$ cat config.mk
export PLATFORM = sky130hd
export DESIGN_NAME = lcd_scanout
export DESIGN_NICKNAME = d
export VERILOG_FILES = /design/src/rtl/lcd_scanout.sv
export SDC_FILE = /design/constraint.sdc
export NUM_CORES = 1
export LEC_CHECK = 0
export BUFFER_PORTS_ARGS = -buffer_cell sky130_fd_sc_hd__buf_4
export CAP_MARGIN = 20
export CORE_MARGIN = 5
export CORE_UTILIZATION = 30
export DETAILED_ROUTE_END_ITERATION = 8
export GPL_ROUTABILITY_DRIVEN = 0
export PLACE_DENSITY_LB_ADDON = 0.2
export SYNTH_ARGS = -nofsm -noshare
export SYNTH_HDL_FRONTEND = slang
export SYNTH_SLANG_ARGS = --single-unit
$ cat constraint.sdc
create_clock -name clk -period 8.5 [get_ports clk]
set_input_delay 1.275 -clock clk [delete_from_list [all_inputs] [get_ports clk]]
set_output_delay 1.275 -clock clk [all_outputs]
set_load 0.02 [all_outputs]
$ cat src/rtl/lcd_scanout.sv
// rtl/lcd_scanout.sv - raster scanout of display RAM into a 1-bit valid/ready pixel stream
// Optional contrast level path: LCD_SCANOUT_CONTRAST_EN.

module lcd_scanout #(
   parameter int FRAME_W = 96,
   parameter int FRAME_H = 64
) (
   input  logic        clk,
   input  logic        reset_n,
   input  logic        frame_start,
   input  logic [5:0]  cfg_start_line,
   input  logic        cfg_row_order,
   input  logic        cfg_invert,
   input  logic        cfg_all_on,
   input  logic        cfg_display_en,
`ifdef LCD_SCANOUT_CONTRAST_EN
   input  logic [5:0]  cfg_contrast,
   output logic [7:0]  pix_level,
`endif
   output logic        mem_rd,
   output logic [10:0] mem_addr,
   input  logic [7:0]  mem_data,
   output logic        pix_valid,
   input  logic        pix_ready,
   output logic        pix_data,
   output logic        pix_sof,
   output logic        pix_eol,
   output logic        busy,
   output logic        frame_done
);

   localparam int XW = (FRAME_W > 1) ? $clog2(FRAME_W) : 1;
`ifdef LCD_SCANOUT_CONTRAST_EN
   localparam int EW = 11;
`else
   localparam int EW = 3;
`endif

   localparam logic [1:0] S_IDLE  = 2'd0;
   localparam logic [1:0] S_FETCH = 2'd1;
   localparam logic [1:0] S_DRAIN = 2'd2;

   logic [1:0]    state;
   logic [XW-1:0] x_q;
   logic [5:0]    y_q;
   logic          fetch_en;

   logic [5:0]    start_line_q;
   logic          row_order_q;
   logic          invert_q;
   logic          all_on_q;
   logic          display_en_q;
`ifdef LCD_SCANOUT_CONTRAST_EN
   logic [5:0]    contrast_q;
`endif

   logic          tag_v;
   logic [2:0]    tag_bit;
   logic          tag_sof;
   logic          tag_eol;

   logic [EW-1:0] fifo_q [2];
   logic          wr_ptr;
   logic          rd_ptr;
   logic [1:0]    count;
   logic          frame_done_q;

   logic [5:0]    r0;
   logic [5:0]    r;
   logic [2:0]    page;
   logic [10:0]   addr_c;
   logic          last_x;
   logic          last_y;
   logic          pop;
   logic          push;
   logic [2:0]    load;
   logic          credit;
   logic          fetch_go;
   logic [1:0]    count_nx;
   logic          push_pix;
   logic [EW-1:0] push_entry;
   logic [EW-1:0] head;

   // 6-bit add wraps the scanline offset modulo 64; ~r0 is 63-r0 for the flip.
   assign r0     = y_q + start_line_q;
   assign r      = row_order_q ? ~r0 : r0;
   assign page   = r[5:3];
   assign addr_c = {1'b0, page, 7'b0} + {6'b0, page, 2'b0} + {{(11 - XW){1'b0}}, x_q};

   assign last_x = (x_q == XW'(FRAME_W - 1));
   assign last_y = (y_q == 6'(FRAME_H - 1));

   assign pix_valid = (count != 2'd0);
   assign pop       = pix_valid && pix_ready;
   assign push      = tag_v;

   // A read is only launched when its data is guaranteed a FIFO slot even if
   // the consumer stalls from now on.
   assign load     = {1'b0, count} + {2'b0, tag_v} - {2'b0, pop};
   assign credit   = (load < 3'd2);
   assign fetch_go = (state == S_FETCH) && fetch_en && credit;
   assign count_nx = count + {1'b0, push} - {1'b0, pop};

   assign mem_rd   = fetch_go;
   assign mem_addr = (state == S_FETCH) ? addr_c : 11'd0;

   always_comb begin
      push_pix = 1'b0;
      if (display_en_q)
         push_pix = all_on_q | (mem_data[tag_bit] ^ invert_q);
   end

`ifdef LCD_SCANOUT_CONTRAST_EN
   assign push_entry = {(push_pix ? {contrast_q, 2'b11} : 8'h00), push_pix, tag_sof, tag_eol};
`else
   assign push_entry = {push_pix, tag_sof, tag_eol};
`endif

   assign head     = fifo_q[rd_ptr];
   assign pix_data = pix_valid & head[2];
   assign pix_sof  = pix_valid & head[1];
   assign pix_eol  = pix_valid & head[0];
`ifdef LCD_SCANOUT_CONTRAST_EN
   assign pix_level = pix_valid ? head[10:3] : 8'h00;
`endif

   assign busy       = (state != S_IDLE);
   assign frame_done = frame_done_q;

   always_ff @(posedge clk or negedge reset_n) begin
      if (!reset_n) begin
         state        <= S_IDLE;
         x_q          <= '0;
         y_q          <= '0;
         fetch_en     <= 1'b0;
         start_line_q <= '0;
         row_order_q  <= 1'b0;
         invert_q     <= 1'b0;
         all_on_q     <= 1'b0;
         display_en_q <= 1'b0;
`ifdef LCD_SCANOUT_CONTRAST_EN
         contrast_q   <= '0;
`endif
         tag_v        <= 1'b0;
         tag_bit      <= '0;
         tag_sof      <= 1'b0;
         tag_eol      <= 1'b0;
         frame_done_q <= 1'b0;
      end else begin
         frame_done_q <= 1'b0;
         tag_v        <= fetch_go;
         if (fetch_go) begin
            tag_bit <= r[2:0];
            tag_sof <= (x_q == '0) && (y_q == '0);
            tag_eol <= last_x;
         end
         case (state)
            S_IDLE: begin
               if (frame_start) begin
                  start_line_q <= cfg_start_line;
                  row_order_q  <= cfg_row_order;
                  invert_q     <= cfg_invert;
                  all_on_q     <= cfg_all_on;
                  display_en_q <= cfg_display_en;
`ifdef LCD_SCANOUT_CONTRAST_EN
                  contrast_q   <= cfg_contrast;
`endif
                  x_q          <= '0;
                  y_q          <= '0;
                  fetch_en     <= 1'b0;
                  state        <= S_FETCH;
               end
            end
            S_FETCH: begin
               // First FETCH cycle is a setup cycle; reads start on the next one.
               fetch_en <= 1'b1;
               if (fetch_go) begin
                  if (last_x) begin
                     x_q <= '0;
                     y_q <= y_q + 6'd1;
                     if (last_y)
                        state <= S_DRAIN;
                  end else begin
                     x_q <= x_q + 1'b1;
                  end
               end
            end
            S_DRAIN: begin
               if ((count_nx == 2'd0) && !tag_v) begin
                  state        <= S_IDLE;
                  frame_done_q <= 1'b1;
               end
            end
            default: state <= S_IDLE;
         endcase
      end
   end

   always_ff @(posedge clk or negedge reset_n) begin
      if (!reset_n) begin
         fifo_q[0] <= '0;
         fifo_q[1] <= '0;
         wr_ptr    <= 1'b0;
         rd_ptr    <= 1'b0;
         count     <= 2'd0;
      end else begin
         if (push) begin
            fifo_q[wr_ptr] <= push_entry;
            wr_ptr         <= ~wr_ptr;
         end
         if (pop)
            rd_ptr <= ~rd_ptr;
         count <= count_nx;
      end
   end

endmodule

; Word-level counts from Yosys, hierarchy flattened
; Index checks and enable logic that the tools add are counted.
[word_totals]
elab_cells = 100
output_inout_bits = 18
in_bits = 22
regBits = 43
[op_classes]
addsub = 9
n_bitwise = 10
order_cmp = 5
mux = 29
reduce_logical = 19
n_eq_ne = 9
[ops]
columns = op, n
row1 = $mux W6, 4
row2 = $mux W7, 3
row3 = $pmux W7 S2, 1
row4 = $mux W3, 4
row5 = $pmux W6 S2, 1
row6 = $add A10 B5 Y11, 1
row7 = $add A11 B7 Y11, 1
row8 = $mux W11, 1
row9 = $mux W2, 5
row10 = $ne A2 B2 Y1 const B, 5
row11 = $add A7 B1 Y7 const B, 1
row12 = $eq A7 B7 Y1 const B, 1
row13 = $logic_not A7 Y1, 1
row14 = $add A6 B1 Y6 const B, 1
row15 = $add A6 B6 Y6, 1
row16 = $bwmux W6, 1
row17 = $eq A6 B6 Y1 const B, 1
row18 = $logic_and A1 B1 Y1, 6
row19 = $logic_not A6 Y1, 1
row20 = $not A6 Y6, 1
row21 = $pmux W2 S3, 1
row22 = $reduce_bool A2 Y1, 3
row23 = $mux W1, 5
row24 = $reduce_and A5 Y1, 1
row25 = other kinds (23), 30

; Logic depth before layout (Yosys ltp)
[depth]
word_depth = 7
depth_mapped = 14

; Least setup slack after synthesis
; No wires, ideal clock.
[synth_path]
path_type = reg-to-output
from = register y_q[0]
to = output mem_addr[8]
arrival_time_ns = 3.363
path_stages_with_launch = 15
t_required_ns = 7.225
slack_ns = 3.862
cell_sequence = dfrtp_1 -> ha_1 -> inv_1 -> fa_1 -> and3b_1 -> nor3_1 -> nor2_1 -> xor2_1 -> inv_1 -> fa_1 -> nor2b_1 -> o21bai_1 -> or3_1 -> and3b_1 -> nor3_1
[synth_between]
elab_chain_cells = 6
[synth_lines]
columns = element, line
row1 = "start, declared", 45  ; logic [5:0] y_q;
row2 = "start signal, assigned", 180  ; y_q <= y_q + 6'd1;
row3 = $add A6 B6 Y6 (*), 85  ; assign r0 = y_q + start_line_q;
row4 = $not A6 Y6, 86  ; assign r = row_order_q ? ~r0 : r0;
row5 = $mux W6 (*), 86
row6 = $add A10 B5 Y11 (*), 88  ; assign addr_c = {1'b0, page, 7'b0} + {6'b0, page, 2'b0} + {{(11 - XW){1'b0}}, x_q};
row7 = $add A11 B7 Y11 (*), 88
row8 = $mux W11 (*), 105  ; assign mem_addr = (state == S_FETCH) ? addr_c : 11'd0;
row9 = "end, declared", 21  ; output logic [10:0] mem_addr,
; Mark *: on every way between the ends. The rest lies on a longest branch, timed or not.

; Worst setup path after layout
; Ends and elaborated chain as after synthesis.

==> impl_metrics.json <==
{
  "status": "completed",
  "intPower_uw": 556,
  "critPathMaxFanout": 4,
  "cts.sinks": 43,
  "tns_ns": 0,
  "placementRows": 34,
  "ctsLongestPathBuffers": 2,
  "synth_edf_count": 0,
  "drtPass1Iterations": 4,
  "pwr-share-comb_pct": 51.2,
  "dp.cells": 403,
  "die_h_um": 104,
  "hp-class": "reg -> reg",
  "ctsResizeCount": 0,
  "pwr-share-seq_pct": 31.8,
  "regArea_um2": 1080,
  "cts_tree": "done",
  "crit_slowest_cell": "dfrtp_1",
  "min_period_ns": 5.04,
  "worstPathRequired_ns": 7.22,
  "maxCapViolations": 0,
  "top_level_ports": 40,
  "slew_headroom_pct": 33.6,
  "whs_ns": 0.489,
  "grt_max_degree": 44,
  "syn_to_final_growth_pct": 18.5,
  "yosysWarningCount": 0,
  "syn-cell-area_um2": 2650,
  "cp-start-kind": "register",
  "max_freq_mhz": 198,
  "multi_input_area_um2": 1450,
  "diodes": 0,
  "cp_data_arrival_time_ns": 3.77,
  "grt_use_total_pct": 11.0,
  "cts_buffers": 5,
  "nets": 342,
  "via_count": 1948,
  "path_cells": "ha_1, inv_1, fa_1, and3b_1, nor3_1, nor2_1, xor2_1, inv_1, fa_1, nor2b_1, o21bai_1, or3_1, and3b_1, nor3_1, buf_4",
  "postRouteAntennaNets": 0,
  "synth_top_flop_cell": "dfrtp_1",
  "h-tree-depth": 2,
  "fin_skew_ns": 0.00839,
  "placed_area_um2": 3030,
  "fin_cells": 411,
  "power_density_nw_per_um2": 306,
  "die_area_um2": 10800,
  "overflow": 0,
  "switching_share_pct": 42.2,
  "io_buffers": 39,
  "grt_pass1_wl_mm": 9.93,
  "p_switching_uw": 405,
  "ir_worst_vdd_v": 0.000159,
  "wl_per_cell_um": 13.7,
  "cts-root-buf": "clkbuf_8",
  "syn-mean-instance-area_um2": 10.0,
  "synth.distinct_cells": 55,
  "die_w_um": 104,
  "slew_viol_final": 0,
  "cts_hold_buf": 0,
  "end_kind": "output pin",
  "synth_fp_nets": 304,
  "ys_seq_elements": 43,
  "drc": 0,
  "first_iter_violations": 77,
  "clkLatencyLatePin_ns": 0.29,
  "fin_area_um2": 3140,
  "drive_gt1_share_pct": 23.4,
  "yosysSeqAreaShare_pct": 40.6,
  "hpwl_mm": 4.35,
  "critPathBufInv": 3,
  "cts_setup_buffers": 0,
  "routed_wl_mm": 5.65,
  "setup_viol": 0,
  "floorplan.initialDensity_pct": 30.6,
  "power_frac_clock_pct": 17.0,
  "fillers": 942,
  "worst_path_largest_cell_delay_ns": 0.42,
  "min_period_over_period_pct": 59.3,
  "hold_viol": 0,
  "antenna_found_initial": 0,
  "grt_pass1_vias": 2035,
  "rsz0062_at_grt": "no",
  "vias_per_cell": 4.74,
  "power_leakage_nw": 1.53,
  "tightest_slew_ns": 0.986,
  "cp_top_family": "simple AND/OR/NAND/NOR gates",
  "async_flop_share_pct": 100,
  "synthCells": 264,
  "path_clk_slew_ns": 0.09,
  "critical_path_class": "reg -> out",
  "core_area_um2": 8680
}
-- final timing paths --
path / endpoint / startpoint / cells past startpoint / slack [ns]
max: mem_addr[8] / y_q[0]$_DFFE_PN0P_ / 15 / 3.46
min: wr_ptr$_DFFE_PN0P_ / wr_ptr$_DFFE_PN0P_ / 1 / 0.49
max reg2reg: y_q[4]$_DFFE_PN0P_ / count[1]$_DFF_PN0_ / 10 / 4.82
min reg2reg: wr_ptr$_DFFE_PN0P_ / wr_ptr$_DFFE_PN0P_ / 1 / 0.49
max in group asynchronous: start_line_q[4]$_DFFE_PN0P_ / reset_n / 1 / 7.15
min in group asynchronous: frame_done$_DFF_PN0_ / reset_n / 1 / 0.97
-- metal layers --
metal	share of wire (%)	vias to the layer above	wire [µm]	track usage (%)
li1	-	982	-	-
met1	49	932	2770	14.9
met2	47	28	2650	17.9
met3	3.3	6	187	2.55
met4	0.87	0	49	2.50
met5	0	-	0	0
-- cell usage after synthesis (all sizes together) (2+ instances only) --
| master | instances | area [µm²] |
|---|---|---|
| dfrtp | 43 | 1080 |
| nand2 | 26 | 97.6 |
| nor2 | 26 | 97.6 |
| inv | 20 | 75.1 |
| o21ai | 17 | 85.1 |
| ha | 15 | 188 |
| mux2 | 13 | 146 |
| xor2 | 13 | 114 |
| nand3 | 9 | 45.0 |
| xnor2 | 8 | 70.1 |
| buf | 6 | 42.5 |
| mux2i | 6 | 60.1 |
| a21o | 4 | 30.0 |
| a21oi | 4 | 20.0 |
| and3 | 4 | 30.0 |
| and3b | 3 | 26.3 |
| fa | 3 | 60.1 |
| nor2b | 3 | 18.8 |
| nor3 | 3 | 15.0 |
| nor4 | 3 | 31.3 |
| or3 | 3 | 18.8 |
| and2 | 2 | 12.5 |
| clkbuf | 2 | 7.51 |
| mux4 | 2 | 45.0 |
| nand2b | 2 | 20.0 |
| nand4 | 2 | 12.5 |
| o22ai | 2 | 12.5 |
| or2 | 2 | 12.5 |
-- cells in the final DEF (no fill, tap or decap), types with 2 or more instances in the layout --
cell,count
dfrtp_1,43
mux2i_1,6
xnor2_1,8
buf_4,39
inv_1,19
or3_1,3
nor2_1,26
o21ai_0,17
nor2b_1,3
fa_1,3
xor2_1,13
nand3_1,9
mux2_2,13
nand4_1,2
a21oi_1,4
o22ai_1,2
nor3_1,3
clkbuf_8,5
mux4_2,2
and3_1,3
and3b_1,3
nor4_2,2
ha_1,15
nand2_1,26
a21o_1,4
-- power groups by stage --
stage	registers [mW]	clock network [mW]	logic [mW]
after floorplan	0.289	0	0.386
after global placement	0.310	0	0.499
after detailed placement	0.311	0	0.502
after CTS	0.307	0.168	0.504
after global routing	0.315	0.178	0.559
final	0.306	0.163	0.492
-- stage by stage --
step | utilization (%) | setup WS, ns | power, mW
6_report | 36.2 | 3.46 | 0.961
5_1_grt | 36.2 | 3.16 | 1.05
4_1_cts | 36.2 | 3.44 | 0.980
3_5_place_dp | 34.9 | 3.72 | 0.813
3_3_place_gp | 34.9 | 3.77 | 0.810
2_1_floorplan | - | 3.86 | 0.675
-- sequential cells by signal, indices dropped and copies added, names as in the netlist, 2 cells and up --
name,flops
count,2
fifo_q,6
start_line_q,6
state,2
tag_bit,3
x_q,7
y_q,6
-- final cells by class --
type                    count  share of cell area, %
clock buffers               5                   2.19
clock inverters             3                   1.39
flip-flops and latches     43                   34.2
repair buffers             39                   9.32
inverters                  20                   2.39
multi-input cells         193                   46.2
well taps                 108                   4.30
-- logic make-up after synthesis --
kind of cell / count (synthesis) / synth area share, %
simple gates: 94 / 18.5
fa+ha+maj: 18 / 9.34
xor+xnor: 22 / 7.78
mux: 21 / 9.48
buf+inv: 28 / 4.72
flops: 43 / 40.6
compound gates: 38 / 9.62
(Power assumes the default switching activity.)
